===== src/rtl/sipo_loader.sv =====
// Serial-in, parallel-out frame assembler. It collects N start-framed serial bits into pdo
// and pulses pl in the same cycle so a downstream parallel-load register captures pdo directly.
module sipo_loader #(
  parameter int unsigned N         = 12,
  parameter int unsigned MSB_FIRST = 1
) (
  input  logic         clk,
  input  logic         rst_n,
  input  logic         start,
  input  logic         sin,
  input  logic         sin_vld,
  output logic [N-1:0] pdo,
  output logic         pl,
  output logic         busy,
  output logic         abort
);

  localparam int unsigned CW = (N > 1) ? $clog2(N) : 1;
  localparam logic [CW-1:0] LastCnt = CW'(N - 1);

  typedef enum logic {StIdle, StShift} state_e;

  state_e         r_state, w_state_d;
  logic [N-1:0]   r_sr, w_sr_d;
  logic [CW-1:0]  r_cnt, w_cnt_d;
  logic [N-1:0]   r_pdo, w_pdo_d;
  logic           r_pl, w_pl_d;
  logic           r_abort, w_abort_d;
  logic [N-1:0]   w_sr_shift;

  // Bit order is fixed at elaboration; the current sin is always folded into the shifted word.
  assign w_sr_shift = (MSB_FIRST != 0) ? {r_sr[N-2:0], sin} : {sin, r_sr[N-1:1]};

  always_comb begin
    w_state_d = r_state;
    w_sr_d    = r_sr;
    w_cnt_d   = r_cnt;
    w_pdo_d   = r_pdo;
    w_pl_d    = 1'b0;
    w_abort_d = 1'b0;
    unique case (r_state)
      StIdle: begin
        if (start) begin
          w_state_d = StShift;
          w_sr_d    = '0;
          w_cnt_d   = '0;
        end
      end
      StShift: begin
        // start has priority over data, even on what would be the final bit.
        if (start) begin
          w_abort_d = 1'b1;
          w_sr_d    = '0;
          w_cnt_d   = '0;
        end else if (sin_vld) begin
          w_sr_d = w_sr_shift;
          if (r_cnt == LastCnt) begin
            w_pdo_d   = w_sr_shift;
            w_pl_d    = 1'b1;
            w_state_d = StIdle;
            w_cnt_d   = '0;
          end else begin
            w_cnt_d = r_cnt + CW'(1);
          end
        end
      end
      default: w_state_d = StIdle;
    endcase
  end

  always_ff @(posedge clk or negedge rst_n) begin
    if (!rst_n) begin
      r_state <= StIdle;
      r_sr    <= '0;
      r_cnt   <= '0;
      r_pdo   <= '0;
      r_pl    <= 1'b0;
      r_abort <= 1'b0;
    end else begin
      r_state <= w_state_d;
      r_sr    <= w_sr_d;
      r_cnt   <= w_cnt_d;
      r_pdo   <= w_pdo_d;
      r_pl    <= w_pl_d;
      r_abort <= w_abort_d;
    end
  end

  assign pdo   = r_pdo;
  assign pl    = r_pl;
  assign abort = r_abort;
  assign busy  = (r_state == StShift);

endmodule


===== config.mk =====
export PLATFORM = sky130hd
export DESIGN_NAME = sipo_loader
export DESIGN_NICKNAME = d
export VERILOG_FILES = /design/src/rtl/sipo_loader.sv
export SDC_FILE = /design/constraint.sdc
export NUM_CORES = 1
export LEC_CHECK = 0
export CORE_MARGIN = 1
export CORE_UTILIZATION = 35
export CTS_CLUSTER_DIAMETER = 100
export DETAILED_ROUTE_END_ITERATION = 7
export GPL_TIMING_DRIVEN = 0
export PLACE_DENSITY = 0.65
export RECOVER_POWER = 25
export SYNTH_ARGS = -nofsm -noshare
export SYNTH_HDL_FRONTEND = slang
export SYNTH_SLANG_ARGS = --single-unit
export TNS_END_PERCENT = 100

===== constraint.sdc =====
create_clock -name clk -period 3.05 [get_ports clk]
set_input_delay 0.4575 -clock clk [delete_from_list [all_inputs] [get_ports clk]]
set_output_delay 0.4575 -clock clk [all_outputs]
set_load 0.05 [all_outputs]

==> impl_metrics.json, run 1 <==
{
  "top_signal_layer_used": "met4",
  "final.hold.worst_slack_ns": 0.426,
  "synth.ff_latch_count": 30,
  "first_global_vias": 819,
  "ctsResizeCount": 0,
  "synthesis.area_per_instance_sq_um": 11.6,
  "clock_insertion_delay_worst_skew_ns": 0.32,
  "cp_data_required_time_ns": 2.59,
  "post_route_cells_drive_above_1_share": 0.200,
  "tns_ns": 0,
  "power.share.combinational": 0.048,
  "synth.cells.most_frequent": "sky130_fd_sc_hd__dfrtp_1 (30), sky130_fd_sc_hd__nand2_1 (27), sky130_fd_sc_hd__a21oi_1 (14)",
  "cts_tree": "done",
  "clock_power_share": 0.396,
  "row_count": 20,
  "clock-skew-final_ns": 0.00428,
  "vias_per_cell": 4.78,
  "dpl.cell_count": 166,
  "gr-usage-all-layers": 0.146,
  "sequentialPowerShare": 0.556,
  "powerDensity_nw_per_um2": 480,
  "timing_worst_setup_path_type": "flip-flop to output port",
  "totalWireLength_microns": 2260,
  "place_area_sq_um": 1450,
  "die_w_microns": 60.8,
  "period_share": 0.668,
  "cp_slowest_cell": "sky130_fd_sc_hd__clkdlybuf4s50_1",
  "finalMaxSlewViolations": 31,
  "final_hold_viol_count": 0,
  "timing.critical_path.from_type": "flip-flop",
  "cts_hold_repair.buffers": 0,
  "synth.lib_cells_used.distinct": 20,
  "coreArea_sq_um": 3150,
  "final_core_util": 0.481,
  "synth_top_cell_by_area": "sky130_fd_sc_hd__dfrtp_1",
  "cts.sink_count": 30,
  "met3_length_microns": 94,
  "cp_cell_instances": "clkdlybuf4s50_1",
  "cap_violations": 1,
  "drt_first_pass_iters": 4,
  "clock.fmax_ghz": 0.491,
  "wl_met2_microns": 1020,
  "area_growth_syn_to_layout_pct": 25.4,
  "grt_antenna_before_repair": 0,
  "num_antenna_cells": 0,
  "post_synth_instance_area_sq_um": 1210,
  "synth-seq-area-share": 0.620,
  "kind_of_path_behind_the_tightest_hold_check": "primary input to flip-flop",
  "grt_start_max_net_pins": 31,
  "timing.final.setup_violations": 0,
  "stdcell_area_sq_um": 1520,
  "synth_enable_flop_cells": 0,
  "dr.first_iter.drc_count": 10,
  "grt_remaining_overflow": 0,
  "globalplace.congestion": 0.770,
  "cp_max_fo": 6,
  "fp.dieArea_sq_um": 3700,
  "synthesis.instances": 104,
  "violations": "max-capacitance violations, max-slew violations",
  "final_critical_path_setup_slack_ns": 1.01,
  "grt_pass1_wl_microns": 3710,
  "power.share.switching": 0.219,
  "wl_met1_microns": 1090,
  "worst_ep_arrival_time_ns": 1.58,
  "ys.warnings.count": 0,
  "switching_power_mw": 0.160,
  "root_buffer": "sky130_fd_sc_hd__clkbuf_4",
  "relSlewSlack": -0.0426,
  "final_period_minus_worst_setup_slack_ns": 2.04,
  "finalNetCount": 135,
  "crit_path_end_kind": "output port",
  "postCtsSetupRepairBufs": 0,
  "yosys_most_used_dff": "sky130_fd_sc_hd__dfrtp_1",
  "yosysTopAreaCellShare": 0.620,
  "power.static_leakage_nw": 0.701,
  "drt.antenna.violating_nets": 0,
  "ios": 20,
  "place.detailed.hpwl_microns": 1540,
  "worst_pin_slew_ns": 1.56,
  "post-route-drc-count": 0,
  "die_height_microns": 60.8,
  "pre_cts_ws_ns": 0.985,
  "peakVddDrop_mv": 0.319,
  "stdcell_count": 174,
  "outcome": "finished, violations left",
  "holdCritStartpoint": "start",
  "slowest_delay_ns": 0.83,
  "r2r-start": "r_cnt[0]",
  "power.internal_mw": 0.568,
  "cell_with_the_most_instances_after_synthesis": "sky130_fd_sc_hd__dfrtp_1",
  "design_power_total_mw": 0.728,
  "port_buffers": 18,
  "setup.worst_path.start": "busy",
  "vias_after_detailed_routing": 832,
  "critPathTopFamily": "buffers and inverters",
  "initial_utilization": 0.384,
  "path_clk_slew_ns": 0.09,
  "path_buf_inv": 1,
  "avgRoutedWirePerCell_microns": 13.0,
  "postSynth.asyncResetShare": 1.00,
  "syn_nets": 110,
  "rsz0062_at_grt": "false",
  "synth.area.top_cells": "sky130_fd_sc_hd__dfrtp_1 (62%), sky130_fd_sc_hd__mux2_2 (11%), sky130_fd_sc_hd__nand2_1 (8.4%), sky130_fd_sc_hd__a21oi_1 (5.8%), sky130_fd_sc_hd__nand3b_4 (1.7%)",
  "reg2reg_setup_slack_ns": 1.32,
  "cts-htree-levels": 2,
  "deepest_clock_path_buffer_count": 2,
  "cts_made_buffers": 5
}
path summary, 6_finish.rpt:
kind                       cells past startpoint       to
max reg2reg                                    5   pdo[6]
max in group asynchronous                      1   pdo[7]
max                                            1     busy
min reg2reg                                    1  pdo[10]
min in group asynchronous                      1   pdo[1]
min                                            2  r_sr[2]
worst register-to-register path, delay by kind of cell, from the launching register on:
| kind | cells | cell delay, ns |
|---|---|---|
| adders and majority gates | 1 | 0.26 |
| buffers and inverters | 1 | 0.21 |
| DFF | 1 | 0.40 |
| muxes | 1 | 0.35 |
| and+or+nand+nor | 2 | 0.41 |
logic make-up (layout without fill, tap and decap cells):
kind of cell	Yosys count	in the layout	share of synthesized area
AND/OR/NAND/NOR	40	40	0.167
flip-flops	30	30	0.620
AO/OA/AOI/OAI	16	16	0.0672
multiplexers	12	12	0.112
buffers and inverters	5	31	0.0238
adder cells (fa/ha/maj)	1	1	0.0103
cell usage in the layout (no fill, tap or decap), types with 2 or more instances in the layout:
cell type and n:
sky130_fd_sc_hd__a21oi_1 14, sky130_fd_sc_hd__and2_1 2, sky130_fd_sc_hd__buf_2 2, sky130_fd_sc_hd__clkbuf_1 2
sky130_fd_sc_hd__clkbuf_4 5, sky130_fd_sc_hd__clkbuf_8 3, sky130_fd_sc_hd__clkdlybuf4s50_1 17, sky130_fd_sc_hd__dfrtp_1 30
sky130_fd_sc_hd__mux2_2 12, sky130_fd_sc_hd__nand2_1 27, sky130_fd_sc_hd__nand3_1 2, sky130_fd_sc_hd__nor2_1 3
metal layers:
metal / track usage / vias up
met4: 0.0877 / 0
li1: - / 403
met3: 0.0490 / 7
met5: 0 / -
met2: 0.224 / 18
met1: 0.179 / 404
power groups by stage:
stage / clock network, mW / registers, mW / logic [mW]
final: 0.288 / 0.405 / 0.0351
after global routing: 0.320 / 0.405 / 0.0402
after CTS: 0.301 / 0.405 / 0.0372
after detailed placement: 0 / 0.413 / 0.0370
after global placement: 0 / 0.412 / 0.0360
after floorplan: 0 / 0.414 / 0.0157
state kept, by name, indices dropped and copies added (netlist names):
signal and flops:
r_cnt 4, abort 1, r_sr 11, busy 1, pdo 12, pl 1
cell type report:
type | instances | area, sq um
multi-input combinational | 69 | 430
tap | 44 | 55.1
timing repair buffer | 18 | 174
buffer | 5 | 28.8
fill | 298 | 1640
sequential | 30 | 751
clock buffer | 8 | 78.8
Power figures use the tool's default switching activity.
==> run 2, diff against run 1 <==
clock period = 2 ns   (was 3.05 ns; I/O delays follow)
==> results of run 2 <==
Same layout as run 1 (identical final DEF). Status: finished, violations left: max-capacitance violations, max-slew violations.
Among the figures that moved: setup slack after placement 0.985 ns -> 0.0922 ns; setup slack after layout 1.01 ns -> 0.120 ns; hold slack 0.426 ns -> 0.268 ns; register-to-register setup slack 1.32 ns -> 0.27 ns; total power 0.728 mW -> 1.11 mW; worst IR drop on VDD 0.319 mV -> 0.487 mV
==> variant 1, RTL diff (flow settings as in run 1) <==
Reset style: synchronous (`rst_n`), changed in one clocked block.
--- a/src/rtl/sipo_loader.sv
+++ b/src/rtl/sipo_loader.sv
@@ -68,7 +68,7 @@
     endcase
   end
 
-  always_ff @(posedge clk or negedge rst_n) begin
+  always_ff @(posedge clk) begin
     if (!rst_n) begin
       r_state <= StIdle;
       r_sr    <= '0;
Check against the original RTL: differs if rst_n is asserted again (counterexample within 4 cycles, from zero or initial values and one cycle with rst_n low); with rst_n held inactive, the same outputs for 10 cycles.
==> variant 1 against run 1 <==
  * Worst setup slack lost 110 ps
  * Routed wire length grew 2.5%
  * Critical path type is now input port to flip-flop
  * Critical endpoint is now pdo[5]$_SDFFE_PN0P_
  * Power shrank 1.5%
  * Count of clock-buffer cells in the layout is the same
  * Sequential cell count is the same
  * Design area shrank 3.7%
  * Worst hold slack gained 34 ps
  * Area after synthesis shrank 3.9%
  * Register-to-register slack lost 240 ps
  * Non-clock buffer count grew 3
  * Sequential power shrank 2%
==> variant 1: results (changes against run 1) <==
| Metric | Value |
|---|---|
| Fraction of layout cells with a size suffix above 1 | 6.88% (was 20.0%) |
| Final HPWL from detailed placement | 1770 um (was 1540 um) |
| Filler cells | 313 (was 298) |
| Status | complete, no violations (was finished with violations) |
| Metal-1 WL | 1010 um (was 1090 um) |
| Largest net degree at the start of global routing | 11 (was 31) |
| Mux cell area share after synthesis | 10.3% (was 11.2%) |
| DRT iter0 DRCs | 49 (was 10) |
| Primary FF master, synth | dfxtp_1 (was dfrtp_1) |
| Routed met2 length | 1200 um (was 1020 um) |
| NumNets Final | 165 (was 135) |
| Routability Congestion | 0.730 (was 0.770) |
| Reg2Reg Setup Slack | 1080 ps (was 1320 ps) |
| P_leak | 0.499 nW (was 0.701 nW) |
| WL final | 2320 um (was 2260 um) |
| # Post-CTS Setup Buffers | 0 (unchanged) |
| Commonest cells post-synth | nand2_1, dfxtp_1, a21oi_1, mux2i_1, clkbuf_1 (was dfrtp_1, nand2_1, a21oi_1, mux2_2, nor2_1) |
| Post-layout minimum cycle time | 2150 ps (was 2040 ps) |
| Comb pwr share | 4.6% (was 4.8%) |
| Power Total | 0.000717 W (was 0.000728 W) |
| R2r startpoint | r_cnt[0]$_SDFFE_PN0P_ (was r_cnt[0]$_DFFE_PN0P_) |
| Vias in the first global route | 909 (was 819) |
| Worst min-delay path startpoint | pdo[10]$_SDFFE_PN0P_ (was start) |
| Peak fanout along the critical path | 10 (was 6) |
| Hold endpoint | pdo[10]$_SDFFE_PN0P_ (was r_sr[2]$_DFFE_PN0P_) |
| Ys async rst share | 0% (was 100%) |
| Worst Hold Class | flip-flop to flip-flop (was input port to flip-flop) |
| Clock group | 0.000289 W (was 0.000288 W) |
| Clock Skew | 3.81 ps (was 4.28 ps) |
| Met3 routed WL | 85 um (was 94 um) |
| Area fraction in compound gates after synthesis | 8.07% (was 6.72%) |
| First-pass GRT wire length | 4060 um (was 3710 um) |
| Part of the Yosys area used for sequential elements | 51.7% (was 62.0%) |
| Vias per cell | 4.65 (was 4.78) |
| Synth Area in Adders | 1.08% (was 1.03%) |
| Least-Margin Pin Slew | 908 ps (was 1560 ps) |
| H-tree depth | 2 (unchanged) |
| Synth area leaders | dfxtp_1, nand2_1, mux2i_1, a21oi_1, nand3b_4 (was dfrtp_1, mux2_2, nand2_1, a21oi_1, nand3b_4) |
| VDD IR max | 0.134 mV (was 0.319 mV) |
| Crit. Startpoint | sin_vld (was busy$_DFF_PN0_) |
variant 1: cells by family (layout without fill, tap and decap cells):
kind of cell	count (synthesis)	count (layout)
simple gates	64	64
fa+ha+maj	1	1
buf+inv	9	35
mux	12	12
flops	30	30
compound gates	18	18
variant 1: critical path: stages:
cell and delay, ps:
dlygate4sd3_1 540, nand2_1 170, nor3_1 780, buf_6 260, mux2i_1 200
variant 1: metal layers:
layer  vias up  global-route usage, %
li1        490                      -
met1       437                   17.6
met2        19                   26.3
met3         3                   5.24
met4         0                   7.97
met5         -                      0
variant 1: final cells by class:
cell class | instances | area [sq um] | area share, %
multi-input cells | 95 | 504 | 34.5
repair buffers | 18 | 180 | 12.3
clock buffers | 8 | 78.8 | 5.39
well taps | 44 | 55.1 | 3.77
inverters | 1 | 3.75 | 0.257
flip-flops and latches | 30 | 601 | 41.1
plain buffers | 8 | 38.8 | 2.65
variant 1: per-stage QoR:
| stage | hold WS (ps) | cells | util, % | area, sq um | worst slack [ps] |
|---|---|---|---|---|---|
| 3_3_place_gp | 442 | 196 | 45.0 | 1400 | 1150 |
| 5_1_grt | 463 | 204 | 47.1 | 1460 | 742 |
| 2_1_floorplan | 437 | 134 | - | 1160 | 1450 |
| 3_5_place_dp | 449 | 196 | 45.0 | 1400 | 1100 |
| 4_1_cts | 462 | 204 | 47.6 | 1480 | 1010 |
| 6_report | 460 | 204 | 47.1 | 1460 | 901 |
variant 1: worst max-delay path by stage:
stage	endpoint	slack (ps)	cells after the start
after floorplan	pdo[10]$_SDFFE_PN0P_	1450	4
after global placement	pdo[4]$_SDFFE_PN0P_	1150	5
after detailed placement	pdo[7]$_SDFFE_PN0P_	1100	5
after CTS	busy	1010	1
after global routing	pdo[6]$_SDFFE_PN0P_	740	5
final	pdo[5]$_SDFFE_PN0P_	900	5
==> variant 2, RTL diff (flow settings as in run 1) <==
Made on the original files. Change the parameter `N` from 12 to 18.
--- a/src/rtl/sipo_loader.sv
+++ b/src/rtl/sipo_loader.sv
@@ -1,7 +1,7 @@
 // Serial-in, parallel-out frame assembler. It collects N start-framed serial bits into pdo
 // and pulses pl in the same cycle so a downstream parallel-load register captures pdo directly.
 module sipo_loader #(
-  parameter int unsigned N         = 12,
+  parameter int unsigned N         = 18,
   parameter int unsigned MSB_FIRST = 1
 ) (
   input  logic         clk,
Interface: changed (resized pdo); port bits go from 20 to 26. No check against the original RTL was run, so the function may have changed too.
==> variant 2 against run 1 <==
  * The flow still finishes with violations (max-capacitance violations, max-slew violations)
  * Sequential share of layout area is 0.46 points lower
  * Clock power is 39% higher
  * Cell count is 44% higher
  * Area after synthesis is 46% higher
  * Combinational power is 36% higher
  * Sequential cell count is 13 higher
  * Worst setup slack worse by 1.5 ps
  * Power is 41% higher
  * Register-to-register slack worse by 120 ps
  * Routed wire length is 36% higher
  * First-iteration DRC count grew to 5.9 times the old value
  * Worst hold slack worse by 270 ps
  * Design area is 45% higher
  * Critical path type is now input port to async pin
==> variant 2: results (changes against run 1) <==
| Metric | Value |
|---|---|
| Status | finished with violations (unchanged) |
| Failing checks | max-capacitance violations, max-slew violations (unchanged) |
| Post-Place Setup Slack | 1040 ps (was 985 ps) |
| Largest net degree at the start of global routing | 32 (was 31) |
| WL final | 3070 um (was 2260 um) |
| Global-route usage over all layers | 12.9% (was 14.6%) |
| NumNets Final | 189 (was 135) |
| Cell variety after synth | 21 (was 20) |
| DRT iter0 DRCs | 59 (was 10) |
| Non-Clock Buffer Area Fraction | 13.5% (was 13.4%) |
| #MultiIn Comb | 97 (was 69) |
| Clock buffer count | 7 (was 8) |
| Vias in the first global route | 1140 (was 819) |
| Relative slew slack | -5.25% (was -4.26%) |
| Routed vias | 1175 (was 832) |
| Clock Skew | 3.65 ps (was 4.28 ps) |
| Vias per cell | 4.70 (was 4.78) |
| Worst Hold Class | input port to async pin (was input port to flip-flop) |
| P_leak | 0.944 nW (was 0.701 nW) |
| Part of the Yosys area used for sequential elements | 60.8% (was 62.0%) |
| Met3 routed WL | 134 um (was 94 um) |
| First-pass GRT wire length | 5160 um (was 3710 um) |
| Fraction of layout cells with a size suffix above 1 | 18.0% (was 20.0%) |
| Clock latency on the worst-skew pair | 300 ps (was 320 ps) |
| Largest register FFs | 18 (was 12) |
| Routed met2 length | 1360 um (was 1020 um) |
| Final clock-cell share | 4.73% (was 5.19%) |
| Peak fanout along the critical path | 31 (was 6) |
| Arr. time, crit path | 2170 ps (was 1580 ps) |
| Final HPWL from detailed placement | 2090 um (was 1540 um) |
| Mapped Cells | 150 (was 104) |
| Total of max-cap violations | 1 (unchanged) |
| CP max stage cell | clkbuf_1 (was clkdlybuf4s50_1) |
| Met3 Usage GRT | 3.31% (was 4.90%) |
| Max Slew Vio Count | 32 (was 31) |
| VDD IR max | 0.317 mV (was 0.319 mV) |
| Post-Syn Nets | 157 (was 110) |
| Commonest cells post-synth | dfrtp_1, nand2_1, a21oi_1, mux2_2, mux2_4 (was dfrtp_1, nand2_1, a21oi_1, mux2_2, nor2_1) |
| Filler cells | 457 (was 298) |
| Grt met1 use | 17.0% (was 17.9%) |
| Area after DPL | 2110 sq um (was 1450 sq um) |
variant 2: final timing paths:
check,depth (start not counted),slack (ps),from,to
setup / recovery,2,1010,rst_n,pdo[15]$_DFFE_PN0P_
hold / removal,1,160,rst_n,pdo[2]$_DFFE_PN0P_
setup reg to reg,7,1200,r_cnt[1]$_DFFE_PN0P_,pdo[16]$_DFFE_PN0P_
hold reg to reg,1,510,pdo[11]$_DFFE_PN0P_,pdo[11]$_DFFE_PN0P_
max in group clk,1,1020,busy$_DFF_PN0_,busy
min in group clk,1,510,pdo[11]$_DFFE_PN0P_,pdo[11]$_DFFE_PN0P_
variant 2: cells by family after synthesis:
family                     after synthesis  synth area share [%]
AOI/OAI and AO/OA                       24                  7.00
adders and majority gates                2                  1.41
buffers and inverters                   10                  3.53
DFF                                     43                  60.8
muxes                                   18                  13.4
and+or+nand+nor                         53                  13.9
variant 2: report_power, final:
part,total [W],switching (W),internal (W)
combinational,0.0000479,0.0000347,0.0000132
sequential,0.000579,0.00000434,0.000574
clock,0.000400,0.000194,0.000206
